$ cat src/rtl/gray_mem_arbiter_pkg.sv
// Shared types and constants for the LBP gray-memory datapath.
// Latency: n/a (declarations only).
// Backpressure: n/a.
package lbp_pkg;

  localparam int LBP_AW        = 14;  // {row[6:0], col[6:0]} for a 128x128 image
  localparam int LBP_DW        = 8;   // gray pixel width
  localparam int LBP_WIN_READS = 9;   // one 3x3 window: center plus 8 neighbours

  typedef enum logic [1:0] {
    IDLE = 2'd0,
    GNT0 = 2'd1,
    GNT1 = 2'd2
  } arb_state_t;

endpackage

$ cat src/rtl/gray_mem_arbiter_if.sv
// Bundle of the two requester ports and the gray memory read port.
// Latency: n/a (wiring only).
// Backpressure: requesters stall while their own grant is low.
interface gray_mem_arbiter_if
  import lbp_pkg::*;
#(
  parameter int AW = LBP_AW,
  parameter int DW = LBP_DW
);

  // memory side
  logic          gray_ready;
  logic [DW-1:0] gray_data;
  logic          gray_req;
  logic [AW-1:0] gray_addr;

  // requester side
  logic          req0;
  logic          req1;
  logic [AW-1:0] addr0;
  logic [AW-1:0] addr1;
  logic          gnt0;
  logic          gnt1;
  logic [DW-1:0] data0;
  logic [DW-1:0] data1;
  logic          ready0;
  logic          ready1;

  // arbiter view
  modport slave (
    input  gray_ready, gray_data, req0, req1, addr0, addr1,
    output gray_req, gray_addr, gnt0, gnt1, data0, data1, ready0, ready1
  );

  // environment view (requesters plus memory)
  modport master (
    output gray_ready, gray_data, req0, req1, addr0, addr1,
    input  gray_req, gray_addr, gnt0, gnt1, data0, data1, ready0, ready1
  );

endinterface

$ cat src/rtl/gray_mem_arbiter.sv
// Round-robin burst arbiter for two requesters sharing the gray memory read port.
// Latency: grant one cycle after request from IDLE; zero-cycle handover; read data same cycle.
// Backpressure: a requester whose grant is low (never granted or preempted) holds its address and stalls.
module gray_mem_arbiter
  import lbp_pkg::*;
#(
  parameter int AW        = LBP_AW,
  parameter int DW        = LBP_DW,
  parameter int MAX_BURST = LBP_WIN_READS  // 0 disables preemption
) (
  input  logic               clk,
  input  logic               reset,
  gray_mem_arbiter_if.slave  bus
);

  // Counter just wide enough for MAX_BURST-1; at least one bit so MAX_BURST=0 still elaborates.
  localparam int CW = (MAX_BURST < 1) ? 1 : $clog2(MAX_BURST + 1);
  localparam logic [CW-1:0] CNT_LAST = (MAX_BURST > 0) ? CW'(MAX_BURST - 1) : '0;

  arb_state_t    r_state;
  arb_state_t    w_next_state;
  logic          r_last;       // side granted most recently; 1 after reset so side 0 wins the first tie
  logic          r_rdy_seen;   // sticky copy of gray_ready
  logic [CW-1:0] r_burst_cnt;

  logic          w_cap_hit;
  logic [AW-1:0] w_addr_mux;
  logic [DW-1:0] w_rd_data;

  // Holder of the grant has had its full share once the counter reaches the last slot.
  assign w_cap_hit = (MAX_BURST != 0) && (r_burst_cnt == CNT_LAST);

  // Next-state selection: a drop always wins over a preempt, ties go to the side not served last.
  always_comb begin
    w_next_state = r_state;
    case (r_state)
      IDLE: begin
        if (r_rdy_seen) begin
          if (bus.req0 && bus.req1) begin
            w_next_state = r_last ? GNT0 : GNT1;
          end else if (bus.req0) begin
            w_next_state = GNT0;
          end else if (bus.req1) begin
            w_next_state = GNT1;
          end
        end
      end
      GNT0: begin
        if (!bus.req0) begin
          w_next_state = bus.req1 ? GNT1 : IDLE;
        end else if (w_cap_hit && bus.req1) begin
          w_next_state = GNT1;
        end
      end
      GNT1: begin
        if (!bus.req1) begin
          w_next_state = bus.req0 ? GNT0 : IDLE;
        end else if (w_cap_hit && bus.req0) begin
          w_next_state = GNT0;
        end
      end
      default: w_next_state = IDLE;
    endcase
  end

  // State register; reset clears grants immediately.
  always_ff @(posedge clk or posedge reset) begin
    if (reset) begin
      r_state <= IDLE;
    end else begin
      r_state <= w_next_state;
    end
  end

  // Fairness bookkeeping: restart the burst count on every grant entry, saturate while holding.
  always_ff @(posedge clk or posedge reset) begin
    if (reset) begin
      r_last      <= 1'b1;
      r_burst_cnt <= '0;
    end else if ((w_next_state == GNT0) && (r_state != GNT0)) begin
      r_last      <= 1'b0;
      r_burst_cnt <= '0;
    end else if ((w_next_state == GNT1) && (r_state != GNT1)) begin
      r_last      <= 1'b1;
      r_burst_cnt <= '0;
    end else if ((w_next_state == r_state) && (r_state != IDLE) && (r_burst_cnt != CNT_LAST)) begin
      r_burst_cnt <= r_burst_cnt + CW'(1);
    end
  end

  // Latch memory-ready once; it never drops until reset.
  always_ff @(posedge clk or posedge reset) begin
    if (reset) begin
      r_rdy_seen <= 1'b0;
    end else if (bus.gray_ready) begin
      r_rdy_seen <= 1'b1;
    end
  end

  // Address defaults to requester 0 so the bus never floats to X while idle.
  assign w_addr_mux = (r_state == GNT1) ? bus.addr1 : bus.addr0;
  assign w_rd_data  = bus.gray_data;

  assign bus.gnt0      = (r_state == GNT0);
  assign bus.gnt1      = (r_state == GNT1);
  assign bus.gray_req  = ((r_state == GNT0) && bus.req0) || ((r_state == GNT1) && bus.req1);
  assign bus.gray_addr = w_addr_mux;
  assign bus.data0     = w_rd_data;
  assign bus.data1     = w_rd_data;
  assign bus.ready0    = r_rdy_seen;
  assign bus.ready1    = r_rdy_seen;

endmodule

$ cat src/flat_wrapper.sv
// flat-port wrapper written by rule: the top's interface ports become plain ports
module gray_mem_arbiter_flat import lbp_pkg::*;
#(
  parameter int AW        = LBP_AW,
  parameter int DW        = LBP_DW,
  parameter int MAX_BURST = LBP_WIN_READS                          
)
  (clk, reset, bus_gray_ready, bus_gray_data, bus_req0, bus_req1, bus_addr0, bus_addr1, bus_gray_req, bus_gray_addr, bus_gnt0, bus_gnt1, bus_data0, bus_data1, bus_ready0, bus_ready1);
  gray_mem_arbiter_if #(.AW(AW), .DW(DW)) bus_i ();
  input  logic clk;
  input  logic reset;
  input wire logic [$bits(bus_i.gray_ready)-1:0] bus_gray_ready;
  input wire logic [$bits(bus_i.gray_data)-1:0] bus_gray_data;
  input wire logic [$bits(bus_i.req0)-1:0] bus_req0;
  input wire logic [$bits(bus_i.req1)-1:0] bus_req1;
  input wire logic [$bits(bus_i.addr0)-1:0] bus_addr0;
  input wire logic [$bits(bus_i.addr1)-1:0] bus_addr1;
  output wire logic [$bits(bus_i.gray_req)-1:0] bus_gray_req;
  output wire logic [$bits(bus_i.gray_addr)-1:0] bus_gray_addr;
  output wire logic [$bits(bus_i.gnt0)-1:0] bus_gnt0;
  output wire logic [$bits(bus_i.gnt1)-1:0] bus_gnt1;
  output wire logic [$bits(bus_i.data0)-1:0] bus_data0;
  output wire logic [$bits(bus_i.data1)-1:0] bus_data1;
  output wire logic [$bits(bus_i.ready0)-1:0] bus_ready0;
  output wire logic [$bits(bus_i.ready1)-1:0] bus_ready1;
  assign bus_i.gray_ready = bus_gray_ready;
  assign bus_i.gray_data = bus_gray_data;
  assign bus_i.req0 = bus_req0;
  assign bus_i.req1 = bus_req1;
  assign bus_i.addr0 = bus_addr0;
  assign bus_i.addr1 = bus_addr1;
  assign bus_gray_req = bus_i.gray_req;
  assign bus_gray_addr = bus_i.gray_addr;
  assign bus_gnt0 = bus_i.gnt0;
  assign bus_gnt1 = bus_i.gnt1;
  assign bus_data0 = bus_i.data0;
  assign bus_data1 = bus_i.data1;
  assign bus_ready0 = bus_i.ready0;
  assign bus_ready1 = bus_i.ready1;
  gray_mem_arbiter #(.AW(AW), .DW(DW), .MAX_BURST(MAX_BURST)) u_core (.clk(clk), .reset(reset), .bus(bus_i));
endmodule
$ cat config.mk
export PLATFORM = sky130hd
export DESIGN_NAME = gray_mem_arbiter_flat
export DESIGN_NICKNAME = d
export VERILOG_FILES = /design/src/rtl/gray_mem_arbiter_pkg.sv /design/src/rtl/gray_mem_arbiter_if.sv /design/src/rtl/gray_mem_arbiter.sv /design/src/flat_wrapper.sv
export SDC_FILE = /design/constraint.sdc
export NUM_CORES = 1
export LEC_CHECK = 0
export BUFFER_PORTS_ARGS = -buffer_cell sky130_fd_sc_hd__buf_4
export CAP_MARGIN = 20
export CORE_MARGIN = 10
export CORE_UTILIZATION = 33
export CTS_BUF_LIST = sky130_fd_sc_hd__clkbuf_8 sky130_fd_sc_hd__clkbuf_16
export CTS_CLUSTER_SIZE = 16
export DETAILED_ROUTE_END_ITERATION = 10
export GPL_TIMING_DRIVEN = 0
export PLACE_DENSITY = 0.76
export SETUP_SLACK_MARGIN = 0.1
export SLEW_MARGIN = 10
export SYNTH_ARGS = -nofsm -noshare
export SYNTH_HDL_FRONTEND = slang
export SYNTH_SLANG_ARGS = --single-unit
$ cat constraint.sdc
create_clock -name clk -period 1.3 [get_ports clk]
set_input_delay 0.195 -clock clk [delete_from_list [all_inputs] [get_ports clk]]
set_output_delay 0.195 -clock clk [all_outputs]
set_load 0.05 [all_outputs]
==> reports/metrics.csv, run 1 <==
stage;metric;value;unit
worst_setup_path;WS Path Type;reg -> out;
logic_synthesis;Yosys reg bits;8;
worst_setup_path;worst setup path startpoint;u_core.r_state[0];
routing;routed wire length;4.86;mm
sta;Setup TNS;-6.48;ns
cells_and_area;Filler Cell Count;86;
routing;DR vias/cell;5.06;
sta;final hold slack;0.159;ns
routing;antenna-violating nets left;0;
routing;DR iter-0 viols;64;
routing;DRC violations left;0;
clocking;root buf cell;clkbuf_8;
routing;total iterations of the first detailed-routing run;4;
pwr;pwr dens;2080;nW/um2
placement;GP Congestion;0.833;
logic_synthesis;mean post-synth cell area;7.33;um2
cells_and_area;register area;203;um2
clocking;clk_lat worst skew;0.23;ns
cells_and_area;design area;2070;um2
worst_setup_path;worst-path fanout max;5;
floorplan;die outline height;69.6;um
floorplan;Rows;17;
logic_synthesis;Syn Std Cell Area;813;um2
pwr;Flop pwr share;0.088;
floorplan;Die Footprint;4850;um2
global_routing;first-pass GRT wire length;5.71;mm
placement;Placed Area;1510;um2
pwr;switching part of the total;0.500;
run;Max Cap Viol;0;
global_routing;largest net degree at the start of global routing;11;
logic_synthesis;Mapped Nets;154;
status;status;complete, but fails checks;
cells_and_area;commonest non-fill, non-tap cell in the layout;buf_4;
worst_hold_path;worst min path class;in -> reg;
worst_hold_path;hold path start;bus_gray_ready;
pwr;Tot Pwr;4.29;mW
routing;via count;1144;
clocking;Clock Path Buffers;2;
routing;wire per inst;21.5;um
sta;Final period util;1.27;
clocking;H-tree level count;1;
logic_synthesis;Yosys Warn Count;0;
global_routing;initial antenna violation count;0;
global_routing;Remaining Overflow, GRT;0;
sta;RSZ-0062 raised after global routing;yes;
worst_setup_path;Worst EP arrival;1.45;ns
cells_and_area;Layout Nets;242;
floorplan;# IOs;76;
worst_setup_path;Setup crit start kind;register;
floorplan;Core Area;2280;um2
worst_setup_path;Critical Path Most Common Cell;nand2_4;
pwr;Sw Pwr;2.14;mW
pwr;Leak;1.10;nW
pwr;VDD IR-drop max;1.58;mV
worst_setup_path;Critical Path RT;1.11;ns
floorplan;initial core utilization;0.357;
worst_setup_path;CP max-delay cell;dfrtp_1;
cells_and_area;share of cells above drive strength 1;0.859;
worst_setup_path;r2r startpoint;u_core.r_state[0];
placement;dpl hpwl;2.80;mm
clocking;clock sinks;8;
global_routing;vias in the first global route;1115;
logic_synthesis;cell count after synthesis;111;
sta;achievable frequency;0.608;GHz
cells_and_area;antenna cells;0;
pwr;Clk pwr share;0.070;
sta;setup ws final;-0.346;ns
status;violated checks;setup timing;
logic_synthesis;Yosys cell types;32;
logic_synthesis;register area share after synthesis;0.248;
floorplan;Die W;69.6;um
sta;Clock Skew;0.00192;ns
placement;IO Port Bufs;67;
cells_and_area;multi-input logic area;787;um2
clocking;Reg clk slew, reported paths;0.04;ns
worst_setup_path;max incr delay on CP;0.40;ns
sta;fin crit period;1.65;ns
sta;relative slew slack;0.804;
sta;final hold viol count;0;
worst_setup_path;crit path cell chain;or2b_4, inv_6, buf_12, nand2_4, nand2_4, buf_8;
clocking;total CTS buffers;3;
worst_setup_path;crit end category;output pin;
sta;slew at the pin closest to its max-slew limit;0.294;ns
global_routing;GRT Util Overall;0.140;
cells_and_area;most frequent cells in the layout;buf_4 (74), nand2_4 (29), buf_8 (15);
pwr;Gate power share;0.842;
clocking;CTS tree;yes;
cells_and_area;P&R area growth vs syn;154;%
pwr;internal power;2.14;mW
sta;Slew Viols, Final;0;
sta;final setup fails;24;
[routing by layer]
layer | vias to the layer above | GRT usage | part of all wire | wire length, um
li1 | 514 | - | - | -
met1 | 559 | 0.141 | 0.36 | 1750
met2 | 59 | 0.267 | 0.54 | 2630
met3 | 12 | 0.0499 | 0.072 | 351
met4 | 0 | 0.0304 | 0.027 | 131
met5 | - | 0 | 0 | 0
[registers in the layout, indices dropped and copies added, names as in the netlist]
register            cells
u_core.r_last           1
u_core.r_burst_cnt      4
u_core.bus.ready0       1
u_core.r_state          2
[power by group through the flow]
stage               sequential [mW]  combinational [mW]  clock [mW]
global placement              0.397                2.33           0
floorplan                     0.386                1.78           0
finish                        0.376                3.61       0.301
CTS                           0.366                3.06       0.309
detailed placement            0.402                2.38           0
global route                  0.379                3.75       0.329
[Yosys cell counts]
master / n / share of area
a21boi_0: 1 / 0.0092
a22o_1: 1 / 0.011
clkbuf_1: 1 / 0.0046
a31o_4: 1 / 0.022
and2b_4: 1 / 0.012
a21oi_1: 2 / 0.012
xnor2_1: 3 / 0.032
a211oi_2: 1 / 0.015
nand3_1: 1 / 0.0061
a21oi_2: 1 / 0.011
inv_2: 1 / 0.0046
and3_2: 1 / 0.0092
inv_1: 5 / 0.023
and3b_1: 1 / 0.011
dfrtp_1: 7 / 0.22
buf_4: 18 / 0.17
nand2_1: 46 / 0.21
nand2b_1: 1 / 0.0077
nor3_2: 1 / 0.012
dfstp_2: 1 / 0.032
nor3_1: 3 / 0.018
or2b_4: 1 / 0.014
mux2i_1: 1 / 0.012
nand3b_1: 1 / 0.0092
o21bai_1: 1 / 0.0092
nor3b_1: 1 / 0.0092
ha_1: 2 / 0.031
nand3b_2: 2 / 0.028
a32o_2: 1 / 0.014
or2_2: 1 / 0.0077
a21o_2: 1 / 0.011
or2_1: 1 / 0.0077
[layout make-up]
class                      count  area share
sequential                     8      0.0981
tap                           28      0.0170
buffer                        19      0.0781
inverter                       6      0.0133
clock inverter                 1     0.00182
timing repair buffer          83       0.391
multi-input combinational     78       0.381
clock buffer                   3      0.0200
[stage by stage]
stage,utilization,cells,setup WS (ns)
2_1_floorplan,-,111,-0.0599
3_3_place_gp,0.664,206,-0.167
3_5_place_dp,0.664,206,-0.199
4_1_cts,0.804,220,-0.310
5_1_grt,0.908,226,-0.377
6_report,0.908,226,-0.346
[logic make-up after synthesis]
logic type,Yosys count,synth area share
compound gates,10,0.114
fa+ha+maj,2,0.0308
simple gates,62,0.365
buf+inv,25,0.198
mux,1,0.0123
flops,8,0.248
xor+xnor,3,0.0323
[worst max-delay path, delay by kind of cell (launching register included)]
family | cells | cell delay (ns)
buffers and inverters | 3 | 0.39
DFF | 1 | 0.40
and+or+nand+nor | 3 | 0.43
[worst paths after layout]
kind | endpoint | slack [ns] | cells past startpoint
hold / removal | u_core.bus.ready0 | 0.16 | 2
setup reg to reg | u_core.r_state[1] | -0.22 | 5
max in group asynchronous | u_core.r_last | 0.55 | 3
setup / recovery | bus_gray_addr[5] | -0.35 | 6
min in group asynchronous | u_core.r_state[0] | 0.48 | 3
hold reg to reg | u_core.r_last | 0.49 | 2
[what timing repair did]
item	CTS	global route
hold buffers	1	0
hold endpoints to repair	7	0
pin swaps	8	28
setup buffers	9	6
endpoints found under the setup margin	24	24
resized for setup	48	40
cloned	0	1
Note: power is estimated with default switching activity, not from simulation.
==> run 2, diff against run 1 <==
- CORE_ASPECT_RATIO: default -> 1.25
- GPL_ROUTABILITY_DRIVEN: default -> 1
- HOLD_SLACK_MARGIN: default -> 0.02
==> reports/metrics.csv, run 2 (synthesis gave the netlist of run 1 again) <==
stage;metric;value;unit;change
global_routing;Remaining Overflow, GRT;0;;unchanged
floorplan;Die W;64.4;um;-7.5%
clocking;clock sinks;8;;unchanged
routing;routed wire length;4.74;mm;-2.5%
sta;final hold slack;0.156;ns;-0.00302 ns
cells_and_area;final core occ;0.825;;-0.0826
cells_and_area;non-filler cells, final;230;;+1.8%
cells_and_area;design area;1980;um2;-4.1%
worst_hold_path;hold-critical path endpoint;u_core.bus.ready0;;
clocking;Reg clk slew, reported paths;0.04;ns;about the same
clocking;total CTS buffers;3;;unchanged
worst_setup_path;Worst R2R Path Depth;5;;unchanged
floorplan;Rows;20;;+3
global_routing;initial antenna violation count;0;;unchanged
worst_setup_path;Register-to-Register Setup Slack;-0.18;ns;+0.04 ns
floorplan;die outline height;75.5;um;+8.4%
cells_and_area;Layout Nets;241;;-0.41%
pwr;pwr dens;2050;nW/um2;-1.1%
worst_setup_path;worst-path fanout max;8;;+3
worst_setup_path;Worst R2R End;u_core.r_state[1];;
routing;DR iter-0 viols;58;;-9.4%
sta;Clock Skew;0.00402;ns;+0.00209 ns
clocking;Clock Path Buffers;2;;unchanged
worst_setup_path;Critical Path RT;1.11;ns;about the same
pwr;Leak;1.05;nW;-4.2%
placement;IO Port Bufs;67;;unchanged
global_routing;vias in the first global route;1096;;-1.7%
global_routing;largest net degree at the start of global routing;11;;unchanged
cells_and_area;most frequent cells in the layout;buf_4 (76), nand2_4 (25), nand2_2 (14);;
routing;wire per inst;20.6;um;-4.2%
cells_and_area;share of cells above drive strength 1;0.832;;-0.0261
sta;Slew Viols, Final;0;;unchanged
cells_and_area;max reg flops;4;;unchanged
floorplan;initial core utilization;0.339;;-0.0188
routing;antenna-violating nets left;0;;unchanged
routing;DR vias/cell;4.86;;-4.1%
clocking;root buf cell;clkbuf_8;;
routing;via count;1117;;-2.4%
sta;Final period util;1.24;;-0.0245
global_routing;GRT Util Overall;0.165;;+0.0248
floorplan;Die Footprint;4860;um2;+0.25%
cells_and_area;register area;203;um2;unchanged
sta;slew at the pin closest to its max-slew limit;0.292;ns;-0.00207 ns
sta;fin crit period;1.61;ns;-0.0318 ns
floorplan;Core Area;2400;um2;+5.6%
worst_setup_path;r2r startpoint;u_core.r_state[0];;
worst_hold_path;Cells on Worst Hold Path;2;;unchanged
pwr;VDD IR-drop max;1.29;mV;-18%
status;violated checks;setup timing;;
placement;dpl hpwl;2.84;mm;+1.5%
sta;final setup fails;24;;unchanged
cells_and_area;Regs by FF count;u_core.r_burst_cnt: 4 flops, u_core.r_state: 2 flops;;
placement;GP Congestion;0.868;;+4.2%
clocking;CTS tree;yes;;
sta;final hold viol count;0;;unchanged
clocking;clk_lat worst skew;0.23;ns;about the same
cells_and_area;multi-input logic area;737;um2;-6.4%
worst_setup_path;Worst EP arrival;1.42;ns;-0.03 ns
worst_setup_path;Setup crit start kind;register;;
worst_setup_path;WS Path Type;reg -> out;;
run;Max Cap Viol;0;;unchanged
routing;DRC violations left;0;;unchanged
clocking;H-tree level count;1;;unchanged
cells_and_area;largest reg by FF count;u_core.r_burst_cnt;;
global_routing;first-pass GRT wire length;6.21;mm;+8.8%
cells_and_area;antenna cells;0;;unchanged
floorplan;# IOs;76;;unchanged
status;status;complete, but fails checks;;
sta;relative slew slack;0.805;;+0.00138
sta;achievable frequency;0.620;GHz;+2.0%
routing;total iterations of the first detailed-routing run;4;;unchanged
pwr;Tot Pwr;4.07;mW;-5.1%
sta;RSZ-0062 raised after global routing;yes;;
worst_hold_path;worst min path class;in -> reg;;
placement;Placed Cells;211;;+2.4%
cells_and_area;commonest non-fill, non-tap cell in the layout;buf_4;;
cells_and_area;P&R area growth vs syn;144;%;
worst_hold_path;hold path start;bus_gray_ready;;
cells_and_area;Filler Cell Count;130;;+51%
sta;setup ws final;-0.314;ns;+0.0318 ns
worst_setup_path;crit end category;output pin;;
placement;Placed Area;1520;um2;+0.41%
run 2: cell count changes in the layout (fill, tap and decap cells not counted), moves of 2 or more:
| cell | before | now |
|---|---|---|
| buf_8 | 15 | 11 |
| nand2_1 | 3 | 7 |
| nand2_4 | 29 | 25 |
| buf_4 | 74 | 76 |
| buf_6 | 7 | 9 |
run 2: cell type report:
cell class | count | area share
clock buffers | 3 | 0.0208
well taps | 33 | 0.0208
repair buffers | 82 | 0.386
multi-input cells | 78 | 0.372
clock inverters | 1 | 0.00189
inverters | 6 | 0.0152
plain buffers | 19 | 0.0814
flip-flops and latches | 8 | 0.102
run 2: where the power goes:
part	switching [mW]	leakage (nW)	total, mW	internal [mW]
Clock	0.103	0.0269	0.308	0.205
Sequential	0.0434	0.0991	0.373	0.329
Combinational	1.90	0.928	3.39	1.48
Total	2.05	1.05	4.07	2.02
run 2: per-stage QoR:
| stage | setup TNS (ns) | setup slack [ns] |
|---|---|---|
| 6_report | -5.45 | -0.314 |
| 4_1_cts | -4.94 | -0.295 |
| 2_1_floorplan | -0.710 | -0.0599 |
| 3_5_place_dp | -2.56 | -0.185 |
| 3_3_place_gp | -2.04 | -0.161 |
| 5_1_grt | -6.50 | -0.345 |
run 2: how the worst max path moves through the flow:
stage	startpoint	end	slack [ns]	cells after the start
CTS	u_core.r_state[0]	bus_gray_addr[7]	-0.29	6
global route	u_core.r_state[0]	bus_gray_addr[3]	-0.35	5
finish	u_core.r_state[0]	bus_gray_addr[9]	-0.31	6
floorplan	u_core.r_state[0]	bus_gray_addr[10]	-0.06	5
detailed placement	u_core.r_state[1]	bus_gray_addr[7]	-0.19	6
global placement	u_core.r_state[0]	bus_gray_addr[8]	-0.16	6
run 2: worst max-delay path, stage by stage (launching register included):
cell and delay, ns:
dfrtp_1 0.38, or2b_4 0.29, inv_8 0.09, buf_12 0.14
nand2_4 0.06, nand2_4 0.07, buf_8 0.14
run 2: timing repair:
action,CTS,global route
cloned,0,1
pin swaps,7,22
setup endpoints to repair,24,24
gates resized for setup,45,27
endpoints found under the hold margin,7,0
hold buffers,1,0
buffers inserted,10,5
run 2: per-layer routing:
metal	wire (um)	track usage
met1	1760	0.170
met2	2390	0.316
met3	403	0.0529
met4	178	0.0429
met5	0	0
